`src/rtl/arm_mc_pkg.sv`:
```
// Shared encodings for the multicycle ARM control path: FSM states, datapath
// mux select codes and instruction-class opcodes.
package arm_mc_pkg;

  typedef enum logic [3:0] {
    S_FETCH  = 4'd0,
    S_DECODE = 4'd1,
    S_MEMADR = 4'd2,
    S_MEMRD  = 4'd3,
    S_MEMWB  = 4'd4,
    S_MEMWR  = 4'd5,
    S_EXECR  = 4'd6,
    S_EXECI  = 4'd7,
    S_ALUWB  = 4'd8,
    S_BRANCH = 4'd9
  } state_t;

  localparam logic [1:0] SRCB_RD2  = 2'b00;
  localparam logic [1:0] SRCB_IMM  = 2'b01;
  localparam logic [1:0] SRCB_FOUR = 2'b10;

  localparam logic [1:0] RES_ALUOUT = 2'b00;
  localparam logic [1:0] RES_DATA   = 2'b01;
  localparam logic [1:0] RES_ALU    = 2'b10;

  localparam logic [1:0] OP_DP  = 2'b00;
  localparam logic [1:0] OP_MEM = 2'b01;
  localparam logic [1:0] OP_BR  = 2'b10;

  // TST/TEQ/CMP/CMN only update flags; they never write a destination register.
  function automatic logic is_flag_only(input logic [5:0] funct);
    return funct[4:3] == 2'b10;
  endfunction

endpackage

```
`src/rtl/mc_write_gate.sv`:
```
// Condition gating of the architectural write enables. Shared with the
// pipelined core so both apply CondEx and the R15-write rule identically.
module mc_write_gate (
  input  logic       i_reg_w,
  input  logic       i_mem_w,
  input  logic       i_next_pc,
  input  logic       i_branch,
  input  logic       i_cond_ex,
  input  logic [3:0] i_rd,
  output logic       o_reg_write,
  output logic       o_mem_write,
  output logic       o_pc_write
);

  logic w_pc_dest;

  assign w_pc_dest   = (i_rd == 4'd15);
  assign o_reg_write = i_reg_w & i_cond_ex;
  assign o_mem_write = i_mem_w & i_cond_ex;
  // A taken branch or a register write to R15 redirects the PC.
  assign o_pc_write  = i_next_pc | (i_cond_ex & (i_branch | (i_reg_w & w_pc_dest)));

endmodule

```
`src/rtl/arm_multicycle_ctrl.sv`:
```
// Moore control FSM for the multicycle ARM datapath with a memory-ready
// handshake and a retired-instruction counter.
module arm_multicycle_ctrl
  import arm_mc_pkg::*;
#(
  parameter int CNT_W = 16
) (
  input  logic             clk,
  input  logic             rst_n,
  input  logic [1:0]       Op,
  input  logic [5:0]       Funct,
  input  logic [3:0]       Rd,
  input  logic             CondEx,
  input  logic             mem_ready,
  output logic             PCWrite,
  output logic             AdrSrc,
  output logic             MemWrite,
  output logic             IRWrite,
  output logic [1:0]       ResultSrc,
  output logic             ALUSrcA,
  output logic [1:0]       ALUSrcB,
  output logic             ALUOp,
  output logic             RegWrite,
  output logic             Branch,
  output logic             instr_done,
  output logic             illegal,
  output logic [CNT_W-1:0] retire_count
);

  state_t           r_state;
  logic [CNT_W-1:0] r_retire_count;

  logic       w_mem_ready;
  logic       w_reg_w;
  logic       w_mem_w;
  logic       w_next_pc;
  logic       w_branch;
  logic       w_ir_write;
  logic       w_adr_src;
  logic       w_alu_src_a;
  logic [1:0] w_alu_src_b;
  logic [1:0] w_result_src;
  logic       w_alu_op;
  logic       w_instr_done;
  logic       w_illegal;
  logic       w_unused;

  // Funct[2:1] select ALU operations downstream and carry no sequencing meaning.
  assign w_unused = ^Funct[2:1];

  // Masking the handshake with rst_n keeps every strobe low while reset is held.
  assign w_mem_ready = mem_ready & rst_n;

  // NOTE: sequential state uses non-blocking (<=) so every flop samples
  // pre-edge values; blocking here would create order-dependent simulation.
  always_ff @(posedge clk or negedge rst_n) begin
    if (!rst_n) begin
      r_state <= S_FETCH;
    end else begin
      case (r_state)
        S_FETCH:  if (mem_ready) r_state <= S_DECODE;
        S_DECODE: begin
          case (Op)
            OP_MEM:  r_state <= S_MEMADR;
            OP_DP:   r_state <= Funct[5] ? S_EXECI : S_EXECR;
            OP_BR:   r_state <= S_BRANCH;
            default: r_state <= S_FETCH;
          endcase
        end
        S_MEMADR: r_state <= Funct[0] ? S_MEMRD : S_MEMWR;
        S_MEMRD:  if (mem_ready) r_state <= S_MEMWB;
        S_MEMWR:  if (mem_ready) r_state <= S_FETCH;
        S_EXECR,
        S_EXECI:  r_state <= S_ALUWB;
        S_MEMWB,
        S_ALUWB,
        S_BRANCH: r_state <= S_FETCH;
        default:  r_state <= S_FETCH;
      endcase
    end
  end

  // NOTE: every signal gets a default before the case so no path leaves it
  // unassigned; a missing default would infer a latch.
  always_comb begin
    w_reg_w      = 1'b0;
    w_mem_w      = 1'b0;
    w_next_pc    = 1'b0;
    w_branch     = 1'b0;
    w_ir_write   = 1'b0;
    w_adr_src    = 1'b0;
    w_alu_src_a  = 1'b0;
    w_alu_src_b  = SRCB_RD2;
    w_result_src = RES_ALUOUT;
    w_alu_op     = 1'b0;
    w_instr_done = 1'b0;
    w_illegal    = 1'b0;
    case (r_state)
      S_FETCH: begin
        w_alu_src_a  = 1'b1;
        w_alu_src_b  = SRCB_FOUR;
        w_result_src = RES_ALU;
        w_ir_write   = w_mem_ready;
        w_next_pc    = w_mem_ready;
      end
      S_DECODE: begin
        w_alu_src_a  = 1'b1;
        w_alu_src_b  = SRCB_FOUR;
        w_result_src = RES_ALU;
        w_illegal    = (Op == 2'b11);
      end
      S_MEMADR: begin
        w_alu_src_b = SRCB_IMM;
      end
      S_MEMRD: begin
        w_adr_src = 1'b1;
      end
      S_MEMWB: begin
        w_result_src = RES_DATA;
        w_reg_w      = 1'b1;
        w_instr_done = 1'b1;
      end
      S_MEMWR: begin
        w_adr_src    = 1'b1;
        w_mem_w      = 1'b1;
        w_instr_done = w_mem_ready;
      end
      S_EXECR: begin
        w_alu_op = 1'b1;
      end
      S_EXECI: begin
        w_alu_src_b = SRCB_IMM;
        w_alu_op    = 1'b1;
      end
      S_ALUWB: begin
        w_reg_w      = ~is_flag_only(Funct);
        w_instr_done = 1'b1;
      end
      S_BRANCH: begin
        w_alu_src_b  = SRCB_IMM;
        w_result_src = RES_ALU;
        w_branch     = 1'b1;
        w_instr_done = 1'b1;
      end
      default: ;
    endcase
  end

  always_ff @(posedge clk or negedge rst_n) begin
    if (!rst_n) begin
      r_retire_count <= '0;
    end else if (w_instr_done) begin
      r_retire_count <= r_retire_count + CNT_W'(1);
    end
  end

  mc_write_gate u_write_gate (
    .i_reg_w     (w_reg_w),
    .i_mem_w     (w_mem_w),
    .i_next_pc   (w_next_pc),
    .i_branch    (w_branch),
    .i_cond_ex   (CondEx),
    .i_rd        (Rd),
    .o_reg_write (RegWrite),
    .o_mem_write (MemWrite),
    .o_pc_write  (PCWrite)
  );

  assign AdrSrc       = w_adr_src;
  assign IRWrite      = w_ir_write;
  assign ResultSrc    = w_result_src;
  assign ALUSrcA      = w_alu_src_a;
  assign ALUSrcB      = w_alu_src_b;
  assign ALUOp        = w_alu_op;
  assign Branch       = w_branch;
  assign instr_done   = w_instr_done;
  assign illegal      = w_illegal;
  assign retire_count = r_retire_count;

endmodule

```
`config.mk`:
```
export PLATFORM = sky130hd
export DESIGN_NAME = arm_multicycle_ctrl
export DESIGN_NICKNAME = d
export VERILOG_FILES = /design/src/rtl/arm_mc_pkg.sv /design/src/rtl/mc_write_gate.sv /design/src/rtl/arm_multicycle_ctrl.sv
export SDC_FILE = /design/constraint.sdc
export NUM_CORES = 1
export LEC_CHECK = 0
export BUFFER_PORTS_ARGS = -buffer_cell sky130_fd_sc_hd__buf_2
export CAP_MARGIN = 10
export CORE_MARGIN = 2
export CORE_UTILIZATION = 43
export DETAILED_ROUTE_END_ITERATION = 10
export HOLD_SLACK_MARGIN = 0.06
export PLACE_DENSITY = 0.75
export SLEW_MARGIN = 40
export SYNTH_ARGS = -nofsm -noshare
export SYNTH_HDL_FRONTEND = slang
export SYNTH_SLANG_ARGS = --single-unit
export TNS_END_PERCENT = 30
```
`constraint.sdc`:
```
create_clock -name clk -period 1.5 [get_ports clk]
set_input_delay 0.075 -clock clk [delete_from_list [all_inputs] [get_ports clk]]
set_output_delay 0.075 -clock clk [all_outputs]
set_load 0.03 [all_outputs]
```
==> summary.md, run 1 <==
| Metric | Value |
|---|---|
| Post-route ant nets | 0 |
| DR vias/cell | 5.43 |
| # diodes | 0 |
| Max stage delay cell, worst path | dfrtp_2 |
| Die Ht | 56.1 um |
| Synth-to-Final Area Change | 51.2% |
| Post-synth ARST share | 100% |
| Worst path cell trace | buf_6, nand2b_1, o21ai_2, a31o_2, a21o_1, buf_6 |
| Via count | 1,156 |
| Synth Instances | 124 |
| Fin crit period | 1680 ps |
| RSZ-0062 raised after global routing | yes |
| Placer's final routability congestion estimate | 0.786 |
| Relative slew slack | 80.5% |
| Final worst setup slack | -180 ps |
| Register bit total from synthesis | 20 |
| Row count | 18 |
| Reg-to-reg slack, setup | -120 ps |
| First-pass GRT wire length | 5.05 mm |
| GRT Total Usage | 20.2% |
| Max Clk Rate | 0.595 GHz |
| CTS buffer count | 3 |
| Post-Syn Area | 1170 um^2 |
| Root buf cell | clkbuf_4 |
| Initial antenna violation count | 0 |
| Crit path max-delay family | compound AO/OA/AOI/OAI gates |
| Final core occ | 70.0% |
| Avg WL per Cell | 14.6 um |
| Most frequent cells in the layout | 31 x buf_2, 18 x buf_4, 16 x dfrtp_1, 15 x xnor2_1 |
| Grt total ovfl | 0 |
| Most common cell after layout, fill and taps aside | buf_2 |
| Max_cap viols | 0 |
| Boundary pin count | 46 |
| Design Power | 3440 uW |
| Number of global-route vias before repair | 1,150 |
| Post-Route WL | 3.10 mm |
| Initial Util | 46.3% |
| Max incr delay on CP | 410 ps |
| IR drop worst, VDD | 0.00153 V |
| Core Footprint | 2520 um^2 |
| Share of post-route cells with drive strength above 1 | 47.5% |
| Die X | 56.1 um |
| Final instance area | 1770 um^2 |
| Seq/Total Area, Yosys | 42.8% |
| Ys flop type | dfrtp_1 |
| Crit-path max FO | 4 |
| Leakage | 0.000857 uW |
| I/O Buffers | 43 |
| Largest net degree at the start of global routing | 21 |
| Post-DP HPWL | 2.13 mm |
| Avg Cell Area, Syn | 9.42 um^2 |
| Clock Sinks | 20 |
| Number of synthesized flops with an enable pin | 0 |
| Die area | 3150 um^2 |
| Pwr dens | 1950 nW/um^2 |
| Synth warnings | 0 |
| Clock-pin slew on the worst setup and hold paths | 120 ps |
| CP arrival | 1600 ps |
| CP bufs+invs | 2 |
| Sum Neg Setup Slack | -2440 ps |
| Final slew viol count | 0 |
| Startpoint class of the critical path | flop |
| CP required | 1420 ps |
| Least-Margin Pin Slew | 292 ps |
| Crit path capture type | output pin |
| Setup Viol. Count Final | 27 |
| CTS tree | done |
| CTS HTree Levels | 1 |
| Fin nets | 201 |
| Clock insertion delay at the later pin of the skew report | 300 ps |
| Hold Violations, Final | 0 |
| Status | complete, but fails checks |
| Syn Nets | 141 |
| Worst Hold Class | input pin to flop |
| Failing checks | setup timing |
| Pre-antenna DRT Iters | 4 |
| Period utilization | 112% |
| DR DRC count | 0 |
| DR iter-0 viols | 22 |
| CP most frequent cell | buf_6 |
| Clock skew | 10.9 ps |
| Netlist cell types | 33 |
| Area after DPL | 1530 um^2 |
| Crit Path Class | flop to output pin |
| Filler Cells Inserted | 203 |
| Clock Path Buffers | 2 |
==> worst paths after layout <==
kind,from,end,depth (start not counted)
max,r_state[3],PCWrite,6
min,Op[1],r_state[3],3
max reg2reg,r_state[3],retire_count[9],7
min reg2reg,retire_count[15],retire_count[15],1
max in group asynchronous,rst_n,r_state[0],3
min in group asynchronous,rst_n,retire_count[14],3
==> sequential cells by signal (all words and copies together), names as in the netlist <==
name          flops
retire_count     16
r_state           4
==> cell families after synthesis <==
| group | count (synthesis) | share of synthesized area [%] |
|---|---|---|
| buffers and inverters | 11 | 4.50 |
| adder cells (fa/ha/maj) | 1 | 1.07 |
| XOR/XNOR | 18 | 13.5 |
| AO/OA/AOI/OAI | 15 | 10.6 |
| flip-flops | 20 | 42.8 |
| multiplexers | 1 | 0.964 |
| AND/OR/NAND/NOR | 58 | 26.6 |
==> worst reg2reg max path, cell delays in order, from the launching register on <==
cell	delay, ps
dfrtp_2	450
buf_6	130
xnor2_4	120
a311oi_4	270
buf_12	160
buf_6	110
nand4_1	110
xnor2_1	150
==> Yosys cell counts, types with 3 or more instances <==
library cell,count,area [um^2]
a21oi_1,3,15.0
and3_1,8,50.1
and4_1,4,35.0
clkbuf_1,5,18.8
dfrtp_1,20,500
inv_1,3,11.3
nand2_1,8,30.0
nand2b_1,4,25.0
nand3_1,3,15.0
nand4_1,8,50.1
nor2_1,13,48.8
nor3_1,5,25.0
xnor2_1,17,149
==> layout make-up <==
cell class | count | area [um^2] | share of cell area, %
Clock buffer | 4 | 36.3 | 2.05
Sequential cell | 20 | 505 | 28.6
Timing Repair Buffer | 63 | 459 | 26.0
Tap cell | 30 | 37.5 | 2.12
Inverter | 3 | 11.3 | 0.637
Multi-Input combinational cell | 93 | 717 | 40.6
==> report_power, final <==
| part | leakage [uW] | switching (uW) | internal, uW | total, uW |
|---|---|---|---|---|
| logic | 0.000574 | 1260 | 1050 | 2310 |
| clock network | 0.0000210 | 165 | 148 | 313 |
| registers | 0.000262 | 162 | 658 | 820 |
| total | 0.000857 | 1580 | 1860 | 3440 |
==> repair_timing <==
action / in CTS / in global routing
pin swaps: 3 / 7
hold endpoints to repair: 20 / 0
setup endpoints to repair: 14 / 30
setup buffers: 5 / 3
gates resized for setup: 31 / 10
hold buffers: 1 / 0
==> through the flow <==
stage / std cells / hold slack [ps] / worst slack (ps)
after global routing: 213 / 142 / -254
after CTS: 210 / 97.7 / -169
after detailed placement: 200 / 99.1 / -20.2
after global placement: 200 / 91.7 / 41.1
after floorplan: 124 / -221 / -82.6
final: 213 / 106 / -180
==> metal layers <==
layer  vias to the layer above  part of all wire (%)  GRT usage [%]
met5                         -                     0              0
met1                       563                    40           22.9
met4                         0                   1.3           8.16
met2                        37                    54           36.5
met3                         4                   4.6           4.19
li1                        552                     -              -
(Power assumes the default switching activity.)
==> inputs of run 2 (changes only) <==
Settings changed: CORE_UTILIZATION 43 to 40, PLACE_DENSITY 0.75 to 0.7.
==> summary.md, run 2 (synthesis gave the netlist of run 1 again) <==
| Metric | Value |
|---|---|
| Placed insts | 201 (+0.50%) |
| Initial Util | 42.4% (-4.0 points) |
| Clock-pin slew on the worst setup and hold paths | 110 ps (about the same) |
| Pwr dens | 1940 nW/um^2 (-0.53%) |
| CP arrival | 1600 ps (about the same) |
| IR drop worst, VDD | 0.00146 V (-5.0%) |
| I/O Buffers | 43 (unchanged) |
| Non-Filler Instances | 218 (+2.3%) |
| Clk pwr share | 8.7% (-0.4 points) |
| DR iter-0 viols | 18 (-18%) |
| Met2 Use GR | 34.9% (-1.6 points) |
| CTS buffer count | 3 (unchanged) |
| RSZ-0062 raised after global routing | yes |
| R2r worst-path depth | 7 (unchanged) |
| Most frequent cells in the layout | 29 x buf_2, 22 x buf_4, 17 x dfrtp_1, 14 x xnor2_1, 13 x buf_6 |
| Area after DPL | 1540 um^2 (+0.90%) |
| Die area | 3370 um^2 (+7.0%) |
| Fin crit period | 1670 ps (-8.49 ps) |
| Row count | 19 (+1) |
| Pint | 1960 uW (+5.4%) |
| Share of post-route cells with drive strength above 1 | 50.8% (+3.3 points) |
| Period utilization | 111% (-0.57 points) |
| Multi-input gate area in the final layout | 757 um^2 (+5.6%) |
| Status | complete, but fails checks |
| Filler Cells Inserted | 222 (+9.4%) |
| Leakage | 0.000897 uW (+4.6%) |
| Sw Share | 45.5% (-0.53 points) |
| CP required | 1420 ps (about the same) |
| Post-DP HPWL | 2.03 mm (-4.7%) |
| Failing checks | setup timing |
| Relative slew slack | 76.3% (-4.2 points) |
| Max_cap viols | 0 (unchanged) |
| Clock Sinks | 20 (unchanged) |
| P_sw | 1640 uW (+3.2%) |
| Avg WL per Cell | 13.8 um (-4.9%) |
| Die Ht | 58.1 um (+3.4%) |
| Boundary pin count | 46 (unchanged) |
| Final instance area | 1850 um^2 (+5.0%) |
| Fin Hold WS | 97.8 ps (-7.75 ps) |
| Final core occ | 67.2% (-2.8 points) |
| DR DRC count | 0 (unchanged) |
| R2r endpoint | retire_count[9] |
| Crit-path max FO | 6 (+2) |
| Sequential Area | 504 um^2 (-0.25%) |
| Post-route ant nets | 0 (unchanged) |
| Largest net degree at the start of global routing | 21 (unchanged) |
| Clock Path Buffers | 2 (unchanged) |
| GRT Total Usage | 19.0% (-1.1 points) |
| Crit Path Class | flop to output pin |
| # diodes | 0 (unchanged) |
| Startpoint class of the critical path | flop |
| Initial antenna violation count | 0 (unchanged) |
| Die X | 58.1 um (+3.4%) |
| GR Util met3 | 2.68% (-1.5 points) |
| Fin nets | 205 (+2.0%) |
| Pre-antenna DRT Iters | 4 (unchanged) |
| Hold Violations, Final | 0 (unchanged) |
| Via count | 1,178 (+1.9%) |
| Max Clk Rate | 0.598 GHz (+0.51%) |
| CTS tree | done |
| Least-Margin Pin Slew | 355 ps (+63.3 ps) |
| Max reg flops | 16 (unchanged) |
| Crit path capture type | output pin |
| Combinational power share | 69.0% (+1.9 points) |
| Setup Viol. Count Final | 25 (-7.4%) |
| Reg-to-Reg Start | r_state[2] |
| CTS HTree Levels | 1 (unchanged) |
| Met1 GRT Util | 22.2% (-0.63 points) |
| Reg-to-reg slack, setup | -120 ps (about the same) |
| Most common cell after layout, fill and taps aside | buf_2 |
| Register share of total power | 22.3% (-1.5 points) |
| Synth-to-Final Area Change | 58.7% |
| Hold Path Cell Cnt | 3 (unchanged) |
| Clock skew | 2.59 ps (-8.29 ps) |
| Number of global-route vias before repair | 1,132 (-1.6%) |
| Core Footprint | 2760 um^2 (+9.3%) |
| Placer's final routability congestion estimate | 0.774 (-1.5%) |
| Hold Path End | r_state[3] |
| Root buf cell | clkbuf_4 |
| DR vias/cell | 5.40 (-0.43%) |
| Final worst setup slack | -171 ps (+8.49 ps) |
| Hold path start | Op[1] |
| Final slew viol count | 0 (unchanged) |
| Post-Route WL | 3.02 mm (-2.7%) |
| Clock insertion delay at the later pin of the skew report | 300 ps (about the same) |
| Gr busiest metal | met2 |
| First-pass GRT wire length | 5.00 mm (-1.1%) |
| Worst Hold Class | input pin to flop |
| Sum Neg Setup Slack | -2010 ps (+427 ps) |
| Grt total ovfl | 0 (unchanged) |
==> run 2: cell count changes in the layout (fill, tap and decap cells not counted), sizes merged <==
| cell | previous run | this run |
|---|---|---|
| buf | 62 | 66 |
==> run 2: critical path, stage by stage (launching register included) <==
cell and delay, ps:
dfrtp_2 410, buf_12 120, nand2b_4 130, buf_6 100, nor2_4 30, a31o_2 210
a21o_1 180, buf_6 130
==> run 2: how the worst max path moves through the flow <==
stage                          start          to  slack, ps  depth (start not counted)
after floorplan           r_state[3]     illegal        -80                          3
after global placement    r_state[3]     PCWrite         10                          5
after detailed placement  r_state[3]     PCWrite        -20                          6
after CTS                 r_state[2]  instr_done       -170                          5
after global routing      r_state[2]     PCWrite       -230                          6
final                     r_state[2]     PCWrite       -170                          7
==> run 2: repair_timing <==
| action | 4_1_cts | 5_1_grt |
|---|---|---|
| hold buffers | 1 | 0 |
| gates resized for setup | 32 | 15 |
| endpoints found under the hold margin | 20 | 0 |
| buffers inserted | 12 | 0 |
| pin swaps | 5 | 6 |
| setup endpoints to repair | 14 | 30 |
| cloned | 0 | 0 |
==> run 2: metal layers <==
metal  share of wire (%)  vias to the layer above  wire, um
li1                    -                      563         -
met1                  40                      559      1210
met2                  52                       48      1560
met3                 6.4                        8       193
met4                 1.9                        0        56
met5                   0                        -         0
==> run 2: cell type report <==
class / count / share of cell area [%]
Tap cell: 31 / 2.09
Clock buffer: 4 / 1.96
Sequential cell: 20 / 27.2
Timing Repair Buffer: 67 / 27.3
Inverter: 3 / 0.607
Multi-Input combinational cell: 93 / 40.8
==> run 2: metrics by stage <==
step	setup slack (ps)	total power, uW
after floorplan	-82.6	2090
after global placement	11.1	2610
after detailed placement	-17.1	2650
after CTS	-168	3430
after global routing	-233	3800
final	-171	3590
==> run 2: power by group through the flow <==
stage                     registers [uW]  logic [uW]  clock network, uW
after detailed placement             817        1830                  0
final                                802        2480                313
after global routing                 822        2630                342
after CTS                            791        2320                321
after floorplan                      889        1200                  0
after global placement               808        1800                  0
